**config.mk**
```make
export PLATFORM = sky130hd
export DESIGN_NAME = sliding_extremum_filter_flat
export DESIGN_NICKNAME = d
export VERILOG_FILES = /design/src/rtl/sliding_extremum_filter_pkg.sv /design/src/rtl/sliding_extremum_filter_if.sv /design/src/rtl/sliding_extremum_filter_tree_level.sv /design/src/rtl/sliding_extremum_filter.sv /design/src/flat_wrapper.sv
export SDC_FILE = /design/constraint.sdc
export NUM_CORES = 1
export LEC_CHECK = 0
export BUFFER_PORTS_ARGS = -buffer_cell sky130_fd_sc_hd__buf_2
export CORE_MARGIN = 1
export CORE_UTILIZATION = 40
export CTS_CLUSTER_SIZE = 20
export DETAILED_ROUTE_END_ITERATION = 6
export GPL_TIMING_DRIVEN = 1
export SKIP_CTS_REPAIR_TIMING = 1
export SLEW_MARGIN = 20
export SYNTH_ARGS = -nofsm -noshare
export SYNTH_HDL_FRONTEND = slang
export SYNTH_HIERARCHICAL = 1
export SYNTH_SLANG_ARGS = --single-unit
```
**constraint.sdc**
```tcl
create_clock -name clk -period 13.9 [get_ports clk]
set_input_delay 2.085 -clock clk [delete_from_list [all_inputs] [get_ports clk]]
set_output_delay 2.085 -clock clk [all_outputs]
set_load 0.01 [all_outputs]
```
**src/rtl/sliding_extremum_filter_pkg.sv**
```systemverilog
// Shared definitions for the sliding extremum filter: mode encoding,
// comparator helper and window-length helper.
package sliding_filter_pkg;

    // Internal width used by the comparator helper; callers sign-extend into it.
    localparam int SEL_W = 32;

    localparam logic MODE_MAX = 1'b0;
    localparam logic MODE_MIN = 1'b1;

    // Window length from its log2.
    function automatic int win_of(input int log2);
        return 32'sd1 << log2;
    endfunction

    // Signed maximum (MODE_MAX) or minimum (MODE_MIN) of two operands.
    // Ties return the same value either way, so operand order does not matter.
    function automatic logic signed [SEL_W-1:0] sel_extremum(
        input logic signed [SEL_W-1:0] a,
        input logic signed [SEL_W-1:0] b,
        input logic                    mode
    );
        logic signed [SEL_W-1:0] res;
        if (mode == MODE_MAX) begin
            res = (a >= b) ? a : b;
        end else begin
            res = (a <= b) ? a : b;
        end
        return res;
    endfunction

endpackage

```
**src/rtl/sliding_extremum_filter_if.sv**
```systemverilog
// Sample-in / extremum-out bus of the sliding extremum filter.
// With PEAK_TO_PEAK_EN defined the bus also carries out_pp.
interface sliding_extremum_filter_if #(
    parameter int DATA_W = 12
);
    logic                     in_valid;
    logic signed [DATA_W-1:0] in_data;
    logic                     mode;
    logic                     out_valid;
    logic signed [DATA_W-1:0] out_data;
    logic                     primed;
`ifdef PEAK_TO_PEAK_EN
    logic        [DATA_W:0]   out_pp;

    modport master (output in_valid, in_data, mode,
                    input  out_valid, out_data, primed, out_pp);
    modport slave  (input  in_valid, in_data, mode,
                    output out_valid, out_data, primed, out_pp);
`else
    modport master (output in_valid, in_data, mode,
                    input  out_valid, out_data, primed);
    modport slave  (input  in_valid, in_data, mode,
                    output out_valid, out_data, primed);
`endif
endinterface

```
**src/rtl/sliding_extremum_filter_tree_level.sv**
```systemverilog
// One registered level of the compare tree. Each node reduces a pair of
// operands; TREES parallel trees share the valid/mode tags, tree t>0
// comparing in the opposite direction to the carried mode.
module extremum_tree_level
    import sliding_filter_pkg::*;
#(
    parameter int DATA_W = 12,
    parameter int NODES  = 1,
    parameter int TREES  = 1
) (
    input  logic                                      clk,
    input  logic                                      rst,
    input  logic [2*NODES-1:0][TREES-1:0][DATA_W-1:0] data_i,
    input  logic                                      valid_i,
    input  logic                                      mode_i,
    output logic [NODES-1:0][TREES-1:0][DATA_W-1:0]   data_q,
    output logic                                      valid_q,
    output logic                                      mode_q
);

    logic [NODES-1:0][TREES-1:0][DATA_W-1:0] data_d;

    // Pairwise signed compare of children 2j and 2j+1 into node j.
    always_comb begin
        data_d = '0;
        for (int j = 0; j < NODES; j++) begin
            for (int t = 0; t < TREES; t++) begin
                data_d[j][t] = DATA_W'(sel_extremum(
                    SEL_W'($signed(data_i[2*j][t])),
                    SEL_W'($signed(data_i[2*j+1][t])),
                    mode_i ^ (t != 0)));
            end
        end
    end

    // Level register; advances every clock, tags travel with the data.
    always_ff @(posedge clk or posedge rst) begin
        if (rst) begin
            data_q  <= '0;
            valid_q <= 1'b0;
            mode_q  <= 1'b0;
        end else begin
            data_q  <= data_d;
            valid_q <= valid_i;
            mode_q  <= mode_i;
        end
    end

endmodule

```
**src/rtl/sliding_extremum_filter.sv**
```systemverilog
// Sliding-window max/min peak detector over the last 2**WIN_LOG2 accepted
// signed samples. Optional PEAK_TO_PEAK_EN adds a second, opposite-direction
// tree and a registered out_pp = max - min.
// The tree is stored heap-style: node i has children 2i and 2i+1, the
// window occupies indices WIN..2*WIN-1 and the root is index 1.
module sliding_extremum_filter
    import sliding_filter_pkg::*;
#(
    parameter int DATA_W   = 12,
    parameter int WIN_LOG2 = 4
) (
    input  logic                     clk,
    input  logic                     rst,
    sliding_extremum_filter_if.slave bus
);

    localparam int WIN = win_of(WIN_LOG2);
`ifdef PEAK_TO_PEAK_EN
    localparam int TREES = 2;
`else
    localparam int TREES = 1;
`endif
    localparam logic [WIN_LOG2:0] CNT_FULL = (WIN_LOG2+1)'(WIN);
    localparam logic [WIN_LOG2:0] CNT_LAST = (WIN_LOG2+1)'(WIN - 1);

    logic [WIN-1:0][DATA_W-1:0]              win_q, win_d;
    logic [WIN_LOG2:0]                       cnt_q, cnt_d;
    logic                                    primed_q, primed_d;
    logic                                    vld_q, vld_d;
    logic                                    mode_q, mode_d;
    logic [2*WIN-1:1][TREES-1:0][DATA_W-1:0] heap_s;
    logic [WIN_LOG2:0]                       vld_s;
    logic [WIN_LOG2:0]                       mode_s;
    logic                                    out_valid_q, out_valid_d;
    logic [DATA_W-1:0]                       out_data_q, out_data_d;

    // Window shift, priming count and entry tags for an accepted sample.
    always_comb begin
        win_d    = win_q;
        cnt_d    = cnt_q;
        vld_d    = 1'b0;
        mode_d   = mode_q;
        if (bus.in_valid) begin
            win_d  = {win_q[WIN-2:0], bus.in_data};
            mode_d = bus.mode;
            vld_d  = (cnt_q == CNT_LAST) || primed_q;
            if (cnt_q != CNT_FULL) begin
                cnt_d = cnt_q + (WIN_LOG2+1)'(1);
            end else begin
                cnt_d = cnt_q;
            end
        end else begin
            win_d = win_q;
            cnt_d = cnt_q;
        end
        primed_d = (cnt_d == CNT_FULL);
    end

    // Window and priming state registers.
    always_ff @(posedge clk or posedge rst) begin
        if (rst) begin
            win_q    <= '0;
            cnt_q    <= '0;
            primed_q <= 1'b0;
            vld_q    <= 1'b0;
            mode_q   <= 1'b0;
        end else begin
            win_q    <= win_d;
            cnt_q    <= cnt_d;
            primed_q <= primed_d;
            vld_q    <= vld_d;
            mode_q   <= mode_d;
        end
    end

    assign vld_s[0]  = vld_q;
    assign mode_s[0] = mode_q;

    for (genvar i = 0; i < WIN; i++) begin : g_leaf
        for (genvar t = 0; t < TREES; t++) begin : g_tree
            assign heap_s[WIN+i][t] = win_q[i];
        end
    end

    for (genvar l = 1; l <= WIN_LOG2; l++) begin : g_lvl
        localparam int N = WIN >> l;
        extremum_tree_level #(
            .DATA_W (DATA_W),
            .NODES  (N),
            .TREES  (TREES)
        ) u_level (
            .clk     (clk),
            .rst     (rst),
            .data_i  (heap_s[4*N-1:2*N]),
            .valid_i (vld_s[l-1]),
            .mode_i  (mode_s[l-1]),
            .data_q  (heap_s[2*N-1:N]),
            .valid_q (vld_s[l]),
            .mode_q  (mode_s[l])
        );
    end

    // Output stage: capture the root on a valid result, hold otherwise.
    always_comb begin
        out_valid_d = vld_s[WIN_LOG2];
        if (vld_s[WIN_LOG2]) begin
            out_data_d = heap_s[1][0];
        end else begin
            out_data_d = out_data_q;
        end
    end

    // Output registers.
    always_ff @(posedge clk or posedge rst) begin
        if (rst) begin
            out_valid_q <= 1'b0;
            out_data_q  <= '0;
        end else begin
            out_valid_q <= out_valid_d;
            out_data_q  <= out_data_d;
        end
    end

    assign bus.out_valid = out_valid_q;
    assign bus.out_data  = out_data_q;
    assign bus.primed    = primed_q;

`ifdef PEAK_TO_PEAK_EN
    logic [DATA_W:0]        out_pp_q, out_pp_d;
    logic signed [DATA_W:0] ext_sel_s, ext_opp_s;

    // Tree 0 follows mode and tree 1 is opposite, so max - min depends on mode.
    always_comb begin
        ext_sel_s = (DATA_W+1)'($signed(heap_s[1][0]));
        ext_opp_s = (DATA_W+1)'($signed(heap_s[1][1]));
        if (!vld_s[WIN_LOG2]) begin
            out_pp_d = out_pp_q;
        end else if (mode_s[WIN_LOG2] == MODE_MAX) begin
            out_pp_d = ext_sel_s - ext_opp_s;
        end else begin
            out_pp_d = ext_opp_s - ext_sel_s;
        end
    end

    // Peak-to-peak register, same latency and qualifier as out_data.
    always_ff @(posedge clk or posedge rst) begin
        if (rst) begin
            out_pp_q <= '0;
        end else begin
            out_pp_q <= out_pp_d;
        end
    end

    assign bus.out_pp = out_pp_q;
`else
    // The mode tag at the root is only consumed by the peak-to-peak stage.
    logic unused_root_mode_s;
    assign unused_root_mode_s = mode_s[WIN_LOG2];
`endif

endmodule

```
**src/flat_wrapper.sv**
```systemverilog
// flat-port wrapper written by rule: the top's interface ports become plain ports
module sliding_extremum_filter_flat import sliding_filter_pkg::*;
#(
    parameter int DATA_W   = 12,
    parameter int WIN_LOG2 = 4
)
  (clk, rst, bus_in_valid, bus_in_data, bus_mode, bus_out_valid, bus_out_data, bus_primed);
  sliding_extremum_filter_if #(.DATA_W(DATA_W)) bus_i ();
  input  logic clk;
  input  logic rst;
  input wire logic [$bits(bus_i.in_valid)-1:0] bus_in_valid;
  input wire logic [$bits(bus_i.in_data)-1:0] bus_in_data;
  input wire logic [$bits(bus_i.mode)-1:0] bus_mode;
  output wire logic [$bits(bus_i.out_valid)-1:0] bus_out_valid;
  output wire logic [$bits(bus_i.out_data)-1:0] bus_out_data;
  output wire logic [$bits(bus_i.primed)-1:0] bus_primed;
  assign bus_i.in_valid = bus_in_valid;
  assign bus_i.in_data = bus_in_data;
  assign bus_i.mode = bus_mode;
  assign bus_out_valid = bus_i.out_valid;
  assign bus_out_data = bus_i.out_data;
  assign bus_primed = bus_i.primed;
  sliding_extremum_filter #(.DATA_W(DATA_W), .WIN_LOG2(WIN_LOG2)) u_core (.clk(clk), .rst(rst), .bus(bus_i));
endmodule
```
Word-level counts from Yosys, hierarchy flattened

Cells that the tools add are included.
Widths: inputs -> output; s select.

Register bits after elaboration: 400
Input port bits: 16
Output and inout bits: 14

Add/sub/neg operators: 1
Order comparisons: 30
Equal/unequal tests: 3
Mux-type cells: 48
Reductions and logical operators: 1

Operator list:

| kind                | number |
|---|---|
| $mux 12             | 45 |
| $ge 12x12->1        | 15 |
| $le 12x12->1        | 15 |
| $mux 5              | 2 |
| $add 5x1->5 const B | 1 |
| $eq 5x4->1 const B  | 1 |
| $eq 5x5->1 const B  | 1 |
| $ne 5x5->1 const B  | 1 |
| $logic_or 1x1->1    | 1 |
| $mux 1              | 1 |

Depth between registers and ports, before layout

Gate-level depths: netlist (run 1).

Depth after elaboration: 4
Mapped depth: 10
Gate-level depth less buffers: 9

Modules after synthesis

The synthesis (run 1) kept the hierarchy.

By module, submodules not included:

| module                                        | times used | cells an instance | area an instance (µm²) | sequential area each (µm²) |
|---|---|---|---|---|
| sliding_extremum_filter                       | 1          | 465               | 7985.2                 | 5330.1 |
| extremum_tree_level (u_core.g_lvl[1].u_level) | 1          | 563               | 6222.2                 | 2452.4 |
| extremum_tree_level (u_core.g_lvl[2].u_level) | 1          | 287               | 3225.6                 | 1251.2 |
| extremum_tree_level (u_core.g_lvl[3].u_level) | 1          | 149               | 1681.6                 | 650.6 |
| extremum_tree_level (u_core.g_lvl[4].u_level) | 1          | 72                | 879.6                  | 350.3 |

Worst setup path after synthesis (run 1)

OpenSTA, ideal clock, no wires.

Kind: input port to flip-flop
Start point: input port bus_in_valid
End point: register u_core.win_q, in the netlist u_core/heap_s[241]
Library setup time: 0.125 ns
Data arrival time: 2.772 ns
Data required time: 13.775 ns
Setup slack: 11.004 ns
Cell stages on the path: 3
Buffers on the path: 2
Cells stage by stage: buf_2 buf_4 mux2_2

RTL lines:

| item                 | line                          | source |
|---|---|---|
| start, declared      | flat_wrapper.sv:11            | `input wire logic [$bits(bus_i.in_valid)-1:0] bus_in_valid;` |
| end signal, assigned | sliding_extremum_filter.sv:68 | `win_q <= win_d;` |
| end, declared        | sliding_extremum_filter.sv:26 | `logic [WIN-1:0][DATA_W-1:0] win_q, win_d;` |

No word-level cell between the ends.

Worst setup path in the final report (run 1)

Start point: input port bus_in_valid
End point: register u_core.win_q, in the netlist u_core/heap_s[251]

No word-level cell between the ends.

==> results.cfg, run 1 <==
[run_status]
outcome = completed

[min_path]
hold_start = u_core/g_lvl[3].u_level/valid_q$_DFF_PP0_
min_path_type = reg2reg

[place]
io_buffers = 29
dp_hpwl_um = 28200
dp.cells = 2201
place_area_sq_um = 20800
gp_congestion = 0.807

[worst_setup_path]
worst-setup-path-type = in2reg
worstSetupEndpointType = register
crit_arrival_ns = 4.31
worst-path-max-fanout = 131
critPathLaunchType = input pin
critPathRequiredTime_ns = 14.35
cp_cell_sequence = clkbuf_8, buf_4, mux2_2
cp-startpoint = bus_in_valid
r2r_start = u_core/heap_s[245]$_DFFE_PP0P_
max_stage_delay_ns = 0.86
crit_slowest_cell = buf_4

[synthesis]
synth.avg_cell_area_sq_um = 13.0
synth_fp_nets = 1734
ys_warn_count = 6
synth_cells = 1535
netlist_area_sq_um = 20000

[final_layout]
stdcell_area_sq_um = 22200
mostFrequentLayoutCells = dfrtp_1 (400), mux2_2 (305), inv_1 (193)
utilization_pct = 45.2
nets = 1781
fin_cells = 2276
syn2layout_area_growth_pct = 11.0
final_common_cell = dfrtp_1
drive_above_1_share_pct = 29.4

[timing]
tightest_slew_ns = 1.07
final-setup-viol-count = 0
period_share_pct = 27.8
finalMaxSlewViolations = 0
whs_ns = 0.350
fmax_mhz = 259
min_period_ns = 3.86
fin_setup_tns_ns = 0
rsz0062_at_grt = false
hold_viol = 0
clock_skew_ns = 0.0127
slew_headroom_pct = 28.4

[pwr]
power_leakage_nw = 10.6
powerDensity_nw_per_um2 = 276
vdd_ir_drop_max_uv = 96.4

[cts]
h-tree-depth = 2
insertion_delay_ns = 0.56
ctsLongestPathBuffers = 3
cts_root_buf = clkbuf_16
cts_buffers = 43
cts.sinks = 400
clk_pin_slew_ns = 0.06
cts_tree = done

[drt]
dr.pass1.iters = 5
vias = 11400
drc = 0
drt.antenna.violating_nets = 0
vias_per_cell = 5.01
post_drt_wl_per_cell_um = 17.1
drt-total-wl_um = 39000
drt_iter0_drc = 718

[global_routing]
grt.total_usage_pct = 16.3
grt_pass1_vias = 12100
grt_max_degree = 132
grt_pass1_wl_um = 64900
gr-total-overflow = 0
antenna_found_initial = 3

[floorplanning]
io_pins = 30
dieHeight_um = 225
dieArea_sq_um = 50800
num_rows = 81
coreArea_sq_um = 49100
start_util_pct = 40.7
die_w_um = 225

[flow_run]
drv_cap = 0
==> worst max-delay path, delay by kind of cell <==
family / cells / cell delay [ns]
buffers and inverters: 2 / 1.59
multiplexers: 1 / 0.41
==> per-stage QoR <==
stage	power (mW)	setup slack (ns)
5_1_grt	6.61	9.93
2_1_floorplan	4.26	5.99
3_3_place_gp	4.93	9.54
6_report	6.13	10.04
4_1_cts	6.20	10.12
3_5_place_dp	5.02	9.52
==> metal layers <==
| metal | vias up | GRT usage (%) | wire (um) |
|---|---|---|---|
| met5 | - | 0 | 0 |
| met4 | 0 | 4.48 | 810 |
| met3 | 55 | 2.76 | 1380 |
| met2 | 138 | 25.3 | 17500 |
| met1 | 5696 | 23.3 | 19400 |
| li1 | 5514 | - | - |
==> cell type report <==
class / instances / area [sq um]
Fill cell: 4482 / 26900
Sequential cell: 400 / 10000
Multi-Input combinational cell: 899 / 8950
Clock buffer: 62 / 1240
Tap cell: 664 / 831
Inverter: 196 / 747
Timing Repair Buffer: 42 / 251
Clock inverter: 12 / 140
Antenna cell: 1 / 2.50
==> state kept, by name (all words and copies together), names as in the netlist <==
name,count
u_core/bus.out_data,12
u_core/g_lvl.u_level/mode_q,3
u_core/heap_s,192
u_core/mode_q,1
u_core/vld_q,1
u_core/bus.out_valid,1
u_core/g_lvl.u_level/valid_q,4
u_core/cnt_q,5
u_core/g_lvl.u_level/data_q,180
u_core/bus.primed,1
==> path summary, 6_finish.rpt <==
kind | endpoint | slack, ns | cells after the start
worst min-delay path | u_core/g_lvl[4].u_level/valid_q$_DFF_PP0_ | 0.35 | 0
max in group asynchronous | u_core/heap_s[223]$_DFFE_PP0P_ | 10.81 | 3
worst max-delay path | u_core/heap_s[251]$_DFFE_PP0P_ | 10.04 | 3
worst max register to register | u_core/g_lvl[1].u_level/data_q[24]$_DFF_PP0_ | 10.48 | 9
worst min register to register | u_core/g_lvl[4].u_level/valid_q$_DFF_PP0_ | 0.35 | 0
min in group asynchronous | u_core/bus.out_valid$_DFF_PP0_ | 1.62 | 2
==> power breakdown <==
group	internal [mW]	total (mW)	switching (mW)
clock network	0.672	1.13	0.457
logic	1.51	2.88	1.37
registers	1.70	2.12	0.420
total	3.88	6.13	2.25
Note: power is estimated with default switching activity, not from simulation.
==> run 2, diff against run 1 <==
==> constraint.sdc (replaced) <==
create_clock -name clk -period 3.3 [get_ports clk]
set_input_delay 0.495 -clock clk [delete_from_list [all_inputs] [get_ports clk]]
set_output_delay 0.495 -clock clk [all_outputs]
set_load 0.01 [all_outputs]
==> results.cfg, run 2 (same netlist as run 1, synthesis figures left out) <==
[final_layout]
antenna_cells = 0
stdcell_area_sq_um = 22400
syn2layout_area_growth_pct = 12.1
final_common_cell = dfrtp_1
nets = 1794
largest_register_ffs = 192
mostFrequentLayoutCells = dfrtp_1 (400), mux2_2 (305), inv_1 (193)
fill_cells = 4443
drive_above_1_share_pct = 30.4

[global_routing]
gr-total-overflow = 0
grt_pass1_vias = 12000
grt_pass1_wl_um = 66000
grt_max_degree = 65
grt.total_usage_pct = 16.4
antenna_found_initial = 0

[drt]
vias_per_cell = 4.98
dr.pass1.iters = 4
drc = 0
drt.antenna.violating_nets = 0
drt-total-wl_um = 39800
post_drt_wl_per_cell_um = 17.3
vias = 11400
drt_iter0_drc = 627

[timing]
tightest_slew_ns = 0.968
whs_ns = 0.0236
slew_headroom_pct = 35.4
finalMaxSlewViolations = 0
fin_setup_tns_ns = 0
rsz0062_at_grt = false
clock_skew_ns = 0.0278
min_period_ns = 2.82
fmax_mhz = 355
hold_viol = 0
period_share_pct = 85.3
final-setup-viol-count = 0

[worst_setup_path]
critPathLaunchType = register
cp_num_buf_inv = 1
crit_arrival_ns = 3.25
worstSetupEndpointType = register
cp_cell_sequence = ha_1, o21ai_0, a21oi_1, o31ai_1, o211ai_1, nor2b_1, o22ai_1, buf_4, mux2_2
worst-path-max-fanout = 8
critPathRequiredTime_ns = 3.74
crit_slowest_cell = dfrtp_1
crit_family = compound AO/OA/AOI/OAI gates
worst-setup-path-type = reg2reg
max_stage_delay_ns = 0.41

[place]
dp_hpwl_um = 28700
gp_congestion = 0.836
place_area_sq_um = 20900
io_buffers = 29

[pwr]
powerDensity_nw_per_um2 = 1150
power_leakage_nw = 10.7
vdd_ir_drop_max_uv = 432

[floorplanning]
num_rows = 81
start_util_pct = 40.7
die_w_um = 225
coreArea_sq_um = 49100
io_pins = 30
dieArea_sq_um = 50800
dieHeight_um = 225

[run_status]
outcome = completed

[cts]
ctsLongestPathBuffers = 3
h-tree-depth = 2
cts_buffers = 44
insertion_delay_ns = 0.55
cts_tree = done
cts.sinks = 400
clk_pin_slew_ns = 0.06
cts_root_buf = clkbuf_16

[flow_run]
drv_cap = 0

[min_path]
min_path_type = in2async
[run 2: worst paths after layout]
| path | startpoint | end | slack (ns) | cells after the start |
|---|---|---|---|---|
| max | u_core/heap_s[182]$_DFFE_PP0P_ | u_core/g_lvl[1].u_level/data_q[7]$_DFF_PP0_ | 0.48 | 9 |
| min reg2reg | u_core/vld_q$_DFF_PP0_ | u_core/g_lvl[1].u_level/valid_q$_DFF_PP0_ | 0.36 | 0 |
| min | rst | u_core/g_lvl[4].u_level/data_q[4]$_DFF_PP0_ | 0.02 | 2 |
| max in group asynchronous | rst | u_core/heap_s[218]$_DFFE_PP0P_ | 2.16 | 3 |
| max reg2reg | u_core/heap_s[182]$_DFFE_PP0P_ | u_core/g_lvl[1].u_level/data_q[7]$_DFF_PP0_ | 0.48 | 9 |
| min in group clk | bus_in_data[1] | u_core/heap_s[181]$_DFFE_PP0P_ | 0.18 | 2 |
[run 2: power breakdown]
part	total (mW)	internal, mW	leakage (nW)	switching (mW)
Combinational	11.7	6.39	5.17	5.30
Sequential	9.10	7.18	4.81	1.92
Clock	4.95	2.99	0.734	1.96
[run 2: layout make-up]
class,count,area [sq um],share of cell area [%]
well taps,664,831,3.71
flip-flops and latches,400,10000,44.7
clock buffers,61,1270,5.66
inverters,196,742,3.31
clock inverters,18,201,0.900
multi-input cells,899,8940,39.9
repair buffers,54,392,1.75
[run 2: metrics by stage]
| stage | instances | setup WS (ns) | utilization [%] | power [mW] |
|---|---|---|---|---|
| after floorplan | 1535 | 0.0348 | - | 17.9 |
| after global placement | 2213 | 0.606 | 42.6 | 20.6 |
| after detailed placement | 2213 | 0.523 | 42.6 | 20.9 |
| after CTS | 2292 | 0.501 | 45.6 | 26.1 |
| after global routing | 2292 | 0.258 | 45.6 | 27.8 |
| final | 2292 | 0.484 | 45.6 | 25.7 |
[run 2: worst register-to-register path, stage by stage (launching register included)]
cell and delay (ns):
dfrtp_1 0.41, ha_1 0.32, o21ai_0 0.17, a21oi_1 0.08, o31ai_1 0.33, o211ai_1 0.19, nor2b_1 0.18, o22ai_1 0.41
buf_4 0.27, mux2_2 0.35
[run 2: per-layer routing]
| metal | vias up | wire length, um | GRT usage, % |
|---|---|---|---|
| met3 | 52 | 1070 | 2.06 |
| met4 | 0 | 721 | 4.21 |
| met2 | 120 | 18100 | 26.1 |
| li1 | 5539 | - | - |
| met5 | - | 0 | 0 |
| met1 | 5713 | 19900 | 23.7 |
